==> src/rtl/fetch_unit.sv <==
// fetch_unit: instruction-fetch stage in front of the if_id register.
// Owns the fetch PC, keeps a single req/ack fetch to instruction memory in
// flight, and buffers returned words with their PC+4 in a small prefetch
// FIFO. Branch and jump redirects flush the FIFO. A fetch already in flight
// when a redirect arrives has its data dropped in DISCARD.
// Optional build macro FETCH_STATS_EN adds fetch_count / flush_count outputs.
module fetch_unit #(
    parameter logic [31:0] RESET_PC = 32'h0000_0000,
    parameter int          DEPTH    = 2,
    parameter logic [31:0] NOP_WORD = 32'h0000_0000
) (
    input  logic        clock,
    input  logic        reset,
    input  logic        if_id_write,
    input  logic        branch_taken,
    input  logic [31:0] branch_target,
    input  logic        jump,
    input  logic [3:0]  jump_top4,
    input  logic [25:0] jump_target,
    output logic        imem_req,
    output logic [31:0] imem_addr,
    input  logic        imem_ack,
    input  logic [31:0] imem_data,
    output logic [31:0] inst_out,
    output logic [31:0] nxt_pc,
    output logic        inst_valid
`ifdef FETCH_STATS_EN
    ,
    output logic [31:0] fetch_count,
    output logic [15:0] flush_count
`endif
);

    // DEPTH is restricted to 2 or 4, so pointers wrap naturally.
    localparam int PTR_W = (DEPTH > 2) ? 2 : 1;
    localparam int CNT_W = PTR_W + 1;
    localparam logic [CNT_W-1:0] DEPTH_C = CNT_W'(DEPTH);
    localparam logic [31:0] RESET_PC_ALIGNED = RESET_PC & 32'hFFFF_FFFC;

    typedef enum logic [1:0] {
        IDLE    = 2'd0,
        FETCH   = 2'd1,
        DISCARD = 2'd2
    } state_t;

    state_t             state_q, state_d;
    logic [31:0]        fetch_pc_q, fetch_pc_d;
    logic               imem_req_q, imem_req_d;
    logic [31:0]        imem_addr_q, imem_addr_d;
    logic [PTR_W-1:0]   rd_ptr_q, rd_ptr_d;
    logic [PTR_W-1:0]   wr_ptr_q, wr_ptr_d;
    logic [CNT_W-1:0]   count_q, count_d;
    logic [31:0]        inst_mem_q [DEPTH];
    logic [31:0]        pc4_mem_q  [DEPTH];

    logic               redir;
    logic [31:0]        target;
    logic               push;
    logic               pop;
    logic               has_space;
    logic [31:0]        pc_plus4;
    logic [31:0]        pc_next;

    assign redir    = branch_taken | jump;
    assign target   = branch_taken ? (branch_target & 32'hFFFF_FFFC)
                                   : {jump_top4, jump_target, 2'b00};
    assign pc_plus4 = fetch_pc_q + 32'd4;

    assign inst_valid = (count_q != '0);
    assign inst_out   = inst_valid ? inst_mem_q[rd_ptr_q] : NOP_WORD;
    assign nxt_pc     = inst_valid ? pc4_mem_q[rd_ptr_q]  : 32'h0000_0000;
    assign imem_req   = imem_req_q;
    assign imem_addr  = imem_addr_q;

    // Next-state logic: FIFO bookkeeping, fetch PC and request sequencing.
    always_comb begin
        state_d     = state_q;
        imem_req_d  = imem_req_q;
        imem_addr_d = imem_addr_q;

        // A redirect flushes the FIFO, so a same-cycle pop is meaningless.
        pop  = if_id_write && inst_valid && !redir;
        push = (state_q == FETCH) && imem_ack && !redir;

        if (redir) begin
            count_d  = '0;
            rd_ptr_d = '0;
            wr_ptr_d = '0;
        end else begin
            count_d  = count_q + CNT_W'(push) - CNT_W'(pop);
            rd_ptr_d = rd_ptr_q + PTR_W'(pop);
            wr_ptr_d = wr_ptr_q + PTR_W'(push);
        end
        has_space = (count_d < DEPTH_C);

        if (redir)
            pc_next = target;
        else if (push)
            pc_next = pc_plus4;
        else
            pc_next = fetch_pc_q;
        fetch_pc_d = pc_next;

        case (state_q)
            IDLE: begin
                if (has_space) begin
                    state_d     = FETCH;
                    imem_req_d  = 1'b1;
                    imem_addr_d = pc_next;
                end
            end
            FETCH, DISCARD: begin
                if (imem_ack) begin
                    // The request completes; data was pushed or dropped above.
                    if (has_space) begin
                        state_d     = FETCH;
                        imem_req_d  = 1'b1;
                        imem_addr_d = pc_next;
                    end else begin
                        state_d     = IDLE;
                        imem_req_d  = 1'b0;
                    end
                end else if (redir) begin
                    // Keep the stale request on the bus until memory answers.
                    state_d = DISCARD;
                end
            end
            default: begin
                state_d    = IDLE;
                imem_req_d = 1'b0;
            end
        endcase
    end

    // Control state registers with asynchronous active-low reset.
    always_ff @(posedge clock or negedge reset) begin
        if (!reset) begin
            state_q     <= IDLE;
            fetch_pc_q  <= RESET_PC_ALIGNED;
            imem_req_q  <= 1'b0;
            imem_addr_q <= 32'h0000_0000;
            rd_ptr_q    <= '0;
            wr_ptr_q    <= '0;
            count_q     <= '0;
        end else begin
            state_q     <= state_d;
            fetch_pc_q  <= fetch_pc_d;
            imem_req_q  <= imem_req_d;
            imem_addr_q <= imem_addr_d;
            rd_ptr_q    <= rd_ptr_d;
            wr_ptr_q    <= wr_ptr_d;
            count_q     <= count_d;
        end
    end

    // FIFO storage; contents are qualified by count_q so no reset is needed.
    always_ff @(posedge clock) begin
        if (push) begin
            inst_mem_q[wr_ptr_q] <= imem_data;
            pc4_mem_q[wr_ptr_q]  <= pc_plus4;
        end
    end

`ifdef FETCH_STATS_EN
    logic [31:0] fetch_count_q, fetch_count_d;
    logic [15:0] flush_count_q, flush_count_d;

    assign fetch_count = fetch_count_q;
    assign flush_count = flush_count_q;

    // Statistics next values: accepted pushes and redirect cycles, wrapping.
    always_comb begin
        fetch_count_d = fetch_count_q + 32'(push);
        flush_count_d = flush_count_q + 16'(redir);
    end

    // Statistics counters.
    always_ff @(posedge clock or negedge reset) begin
        if (!reset) begin
            fetch_count_q <= 32'h0;
            flush_count_q <= 16'h0;
        end else begin
            fetch_count_q <= fetch_count_d;
            flush_count_q <= flush_count_d;
        end
    end
`endif

endmodule
==> config.mk <==
export PLATFORM = sky130hd
export DESIGN_NAME = fetch_unit
export DESIGN_NICKNAME = d
export VERILOG_FILES = /design/src/rtl/fetch_unit.sv
export SDC_FILE = /design/constraint.sdc
export NUM_CORES = 1
export LEC_CHECK = 0
export ABC_AREA = 1
export BUFFER_PORTS_ARGS = -buffer_cell sky130_fd_sc_hd__buf_4
export CORE_UTILIZATION = 55
export DETAILED_ROUTE_END_ITERATION = 8
export PLACE_DENSITY = 0.82
export SYNTH_ARGS = -nofsm -noshare
export SYNTH_HDL_FRONTEND = slang
export SYNTH_SLANG_ARGS = --single-unit
==> constraint.sdc <==
create_clock -name clock -period 9.7 [get_ports clock]
set_input_delay 0.97 -clock clock [delete_from_list [all_inputs] [get_ports clock]]
set_output_delay 0.97 -clock clock [all_outputs]
set_load 0.01 [all_outputs]
# Word-level counts from Yosys, hierarchy flattened
# Memories as Yosys holds them, arrays and structs flattened.
# Index checks and enable logic that the tools add are counted.
# op_classes
n_addsub	5
n_lt_le_gt_ge	1
eq_ne	5
muxes	22
n_bitwise	1
n_reduce_logical	12
# op_table
op	n
32-bit two-way mux	7
32-bit case mux with 2 select lines	1
32-bit by 3-bit adder with 32-bit output, second input constant	1
1-bit two-way mux	8
2-bit two-way mux	4
2-bit AND reduction	3
1-bit logical AND	4
2-bit inequality test, second input constant	2
2-bit case mux with 2 select lines	1
2-bit nonzero test	2
3-bit inequality test, second input constant	1
1-bit adder	2
2-bit by 1-bit adder with 2-bit output	1
2-bit by 1-bit equality test with 1-bit output, second input constant	1
2-bit equality test, second input constant	1
2-bit zero test	1
2-bit less-than comparator, second input constant	1
1-bit case mux with 2 select lines	1
2-bit OR reduction	1
2-bit by 1-bit subtractor with 2-bit output	1
1-bit zero test	1
1-bit bitwise OR	1
# word_totals
reg_bits	71
mem_bits_rw	128
input_bits	100
out_inout_bits	98
wordCells	55
n_memories	2
# memory_table
memory	words	word_bits	read_ports	rd_ports_with_merged_regs	write_ports	line_no	rtl
inst_mem_q	2	32	1	0	1	53	logic [31:0] inst_mem_q [DEPTH];
pc4_mem_q	2	32	1	0	1	54	logic [31:0] pc4_mem_q [DEPTH];

# Longest topological paths before layout
# logic_depth
ltp_word	10
ltp_mapped	16

# Worst setup path before layout
# OpenSTA, ideal clock, no wires.
# synth_path
kind	in2reg
from	input branch_taken
to	memory inst_mem_q[1][0] (enable)
setup_ns	0.429
t_arrival_ns	3.309
required_time_ns	9.271
setup_slack_ns	5.962
path_stages	6
path_buffers	2
path_cell_list	buf_2 nor2_4 inv_2 nor2_4 buf_2 ha_1
# synth_between
elab_chain_len	5
# synth_rtl
element	line_no	rtl
from (decl)	15	input logic branch_taken,
1-bit bitwise OR	64	assign redir = branch_taken | jump;
1-bit zero test	83	push = (state_q == FETCH) && imem_ack && !redir;
1-bit logical AND	83	
1-bit two-way mux	158	if (push) begin
1-bit two-way mux (not written as such)	159	inst_mem_q[wr_ptr_q] <= imem_data;
to (decl)	53	
# No other way between the ends.

# Final worst setup path
# layout_path
from	input branch_taken
to	register imem_addr_q[5] (netlist: imem_addr[5])
# layout_between
elab_chain_len	10
elab_cells_between_ends	14
# layout_rtl
element	line_no	rtl
1-bit bitwise OR	64	
1-bit zero test	82, 83	
1-bit logical AND	83	
2-bit by 1-bit adder with 2-bit output	90	count_d = count_q + CNT_W'(push) - CNT_W'(pop);
2-bit by 1-bit subtractor with 2-bit output	90	
2-bit two-way mux	85	if (redir) begin
2-bit less-than comparator	94	has_space = (count_d < DEPTH_C);
32-bit two-way mux (*)	106, 115	
32-bit two-way mux	113	if (imem_ack) begin
32-bit case mux with 2 select lines (*)	104	case (state_q)
to (signal assigned)	149	imem_addr_q <= imem_addr_d;
to (decl)	49	logic [31:0] imem_addr_q, imem_addr_d;
# Every way passes the cells marked *; elsewhere a longest branch is shown, timed or not. The select of a mux whose other input is x is not followed.
# A chain may end at the register's enable or synchronous reset.

==> results.py <==
metrics = {
    "synthesis": {
        "ys_warn_count": 0,
        "ys.flop_type": "edfxtp_1",
        "async_reset_ff_frac": 0.3568,
        "synth.distinct_cells": 30,
        "synth_nets": 1062,
        "synth-edff-count": 128,
        "synth_seq_cells": 199,
        "synth_largest_area_cell": "edfxtp_1",
        "synth_area_um2": 9163,
        "synth.top_cell.area_share": 0.4195,
        "syn_inst": 954,
        "yosysSeqAreaShare": 0.6134,
        "netlist_top_cells_area": "edfxtp_1, dfrtp_1, nand2_1",
        "syn-mean-instance-area_um2": 9.604,
    },
    "cells_and_area": {
        "n_antenna_cell": 0,
        "regArea_um2": 5622,
        "layout_commonest_cell": "nand2_1",
        "multiInputGateArea_um2": 3153,
        "fillers": 1183,
        "area_growth_pct": 23.16,
        "layout_common_cells": "nand2_1, buf_4, edfxtp_1",
        "fin_nets": 1238,
        "drive_above_1_share": 0.2380,
    },
    "floorplan": {
        "placementRows": 46,
        "num_io_pins": 198,
        "die-area_um2": 17180,
        "fp.dieH_um": 131.1,
        "core-area_um2": 16060,
        "die_w_um": 131.1,
        "start_util": 0.5706,
    },
    "detailed_routing": {
        "wl_met2_mm": 9.748,
        "wl_met3_mm": 1.715,
        "wl_per_cell_um": 15.33,
        "viasPerCell": 5.206,
        "first_iter_violations": 541,
        "post-route-drc-count": 0,
        "vias": 7075,
        "top_layer_used": "met4",
        "dr.pass1.iters": 5,
        "met1Wirelength_mm": 8.978,
        "wirelength_mm": 20.83,
        "antenna_left": 0,
    },
    "sta": {
        "fmax_mhz": 239.1,
        "tightest_slew_ns": 1.122,
        "slew_viol_final": 0,
        "slew_headroom": 0.2511,
        "min_period_ns": 4.182,
        "setup-tns-final_ns": 0,
        "rsz0062_at_grt": "no",
        "period_share": 0.4311,
        "setup_viol": 0,
        "finalClockSkew_ns": 0.009796,
        "hold_viol": 0,
    },
    "status": {
        "run_status": "finished clean",
    },
    "global_route": {
        "grt_usage": 0.2485,
        "overflow": 0,
        "grt_pass1_vias": 6473,
        "grt_max_degree": 72,
        "antenna_found_initial": 0,
        "grt_pass1_wl_mm": 32.22,
    },
    "clocking": {
        "cts_tree": "done",
        "cts_buffers": 17,
        "insertion_delay_ns": 0.43,
        "clock-sinks": 199,
        "ctsLongestPathBuffers": 2,
        "htree_num_levels": 4,
        "clk_pin_slew_ns": 0.07,
        "postCtsSetupBuffers": 0,
        "cts-root-buf": "clkbuf_16",
        "ctsResizeCount": 0,
        "ctsHoldBuffers": 0,
    },
    "pwr": {
        "power.static_leakage_uw": 0.005073,
        "clkPwrFrac": 0.269,
        "intPower_uw": 1595,
        "switching_share": 0.3130,
        "p_total_uw": 2321,
        "p_per_area_nw_per_um2": 205.7,
        "p_switching_uw": 726.5,
        "p_comb_frac": 0.255,
        "p_seq_frac": 0.476,
        "ir_drop_uv": 175.7,
    },
    "critical_path": {
        "crit_path_max_fanout": 46,
        "arrival_ns": 4.50,
        "worst_path_dominant_cell_family": "buffers and inverters",
        "cp-end-kind": "flop",
        "r2r_setup_slack_ns": 6.15,
        "cp_common_cell": "nand2_1",
        "slowest_delay_ns": 0.58,
        "crit_buf_inv": 8,
        "crit_path_start_kind": "input port",
        "crit_required_ns": 10.02,
        "critPathKind": "in2reg",
        "slowest_stage": "nor2_4",
        "cp_cell_sequence": "buf_4, nor2_4, buf_4, inv_2, nor2_4, inv_2, ha_1, inv_1, ha_1, inv_1, nand2_1, nand3_1, nand2_1, buf_4, inv_2, nand2_1, nand2_1",
    },
    "place": {
        "gp_congestion": 0.9150,
        "post-dp-hpwl_mm": 13.95,
        "io_buffers": 195,
    },
    "hold_path": {
        "hp-class": "reg2reg",
    },
    "job": {
        "cap_violations": 0,
    },
}
-- flip-flops by register name, summed over array words and instances (netlist names) --
| register | flops |
|---|---|
| inst_mem_q | 64 |
| pc4_mem_q | 64 |
| fetch_pc_q | 32 |
| imem_addr | 32 |
| count_q | 2 |
| state_q | 2 |
| imem_req | 1 |
| rd_ptr_q | 1 |
| wr_ptr_q | 1 |
-- worst reg2reg max path: stages (launching register included) --
cell     delay, ns
dfrtp_1       0.38
inv_1         0.09
ha_1          0.14
nand2_1       0.05
buf_4         0.23
nor2_4        0.60
inv_2         0.14
ha_1          0.32
inv_1         0.05
ha_1          0.15
inv_1         0.04
nand2_1       0.06
nand3_1       0.17
nand2_1       0.11
buf_4         0.34
inv_2         0.34
nand2_1       0.16
nand2_1       0.06
-- final timing paths --
path / from / endpoint / depth (start not counted)
worst max-delay path: branch_taken / imem_addr[5] / 17
worst min-delay path: imem_addr[26] / imem_addr[26] / 2
worst max register to register: state_q[1] / imem_addr[5] / 17
worst min register to register: imem_addr[26] / imem_addr[26] / 2
max in group asynchronous: reset / rd_ptr_q / 1
min in group asynchronous: reset / imem_addr[24] / 1
-- kinds of logic after synthesis --
| group | synth area share |
|---|---|
| flops | 0.6134 |
| buf+inv | 0.04383 |
| fa+ha+maj | 0.01092 |
| xor+xnor | 0.02294 |
| compound gates | 0.07306 |
| simple gates | 0.2358 |
-- layout make-up --
type	instances	share of cell area
Timing Repair Buffer	202	0.1344
Multi-Input combinational cell	654	0.2794
Inverter	56	0.01863
Sequential cell	199	0.4982
Clock inverter	7	0.003881
Clock buffer	25	0.04158
Tap cell	216	0.02395
-- stage by stage --
| stage | hold WS [ns] | std cells | util | setup slack, ns | cell area [um2] |
|---|---|---|---|---|---|
| 2_1_floorplan | 0.4421 | 954 | - | 5.962 | 9163 |
| 3_3_place_gp | 0.4680 | 1327 | 0.6708 | 5.166 | 10770 |
| 3_5_place_dp | 0.4661 | 1327 | 0.6708 | 5.056 | 10770 |
| 4_1_cts | 0.4881 | 1359 | 0.7027 | 5.527 | 11280 |
| 5_1_grt | 0.5022 | 1359 | 0.7027 | 5.165 | 11280 |
| 6_report | 0.4874 | 1359 | 0.7027 | 5.518 | 11280 |
-- cells in the mapped netlist, drive strengths merged, types with 13 or more instances --
library cell,number
nor2,98
xor2,13
nand3,33
clkbuf,18
buf,27
nand2,363
edfxtp,128
dfrtp,71
inv,56
o31ai,13
a21oi,79
o21ai,21
-- power groups by stage --
| stage | Combinational [uW] | Clock (uW) | Sequential, uW |
|---|---|---|---|
| after floorplan | 338 | 0 | 1130 |
| after global placement | 572 | 0 | 1120 |
| after detailed placement | 596 | 0 | 1110 |
| after CTS | 593 | 637 | 1100 |
| after global routing | 659 | 666 | 1120 |
| final | 591 | 625 | 1110 |
-- routing by layer --
metal / up-vias / track usage
li1: 3468 / -
met1: 3267 / 0.3464
met2: 305 / 0.3806
met3: 35 / 0.05804
met4: 0 / 0.09466
met5: - / 0
(Power assumes the default switching activity.)
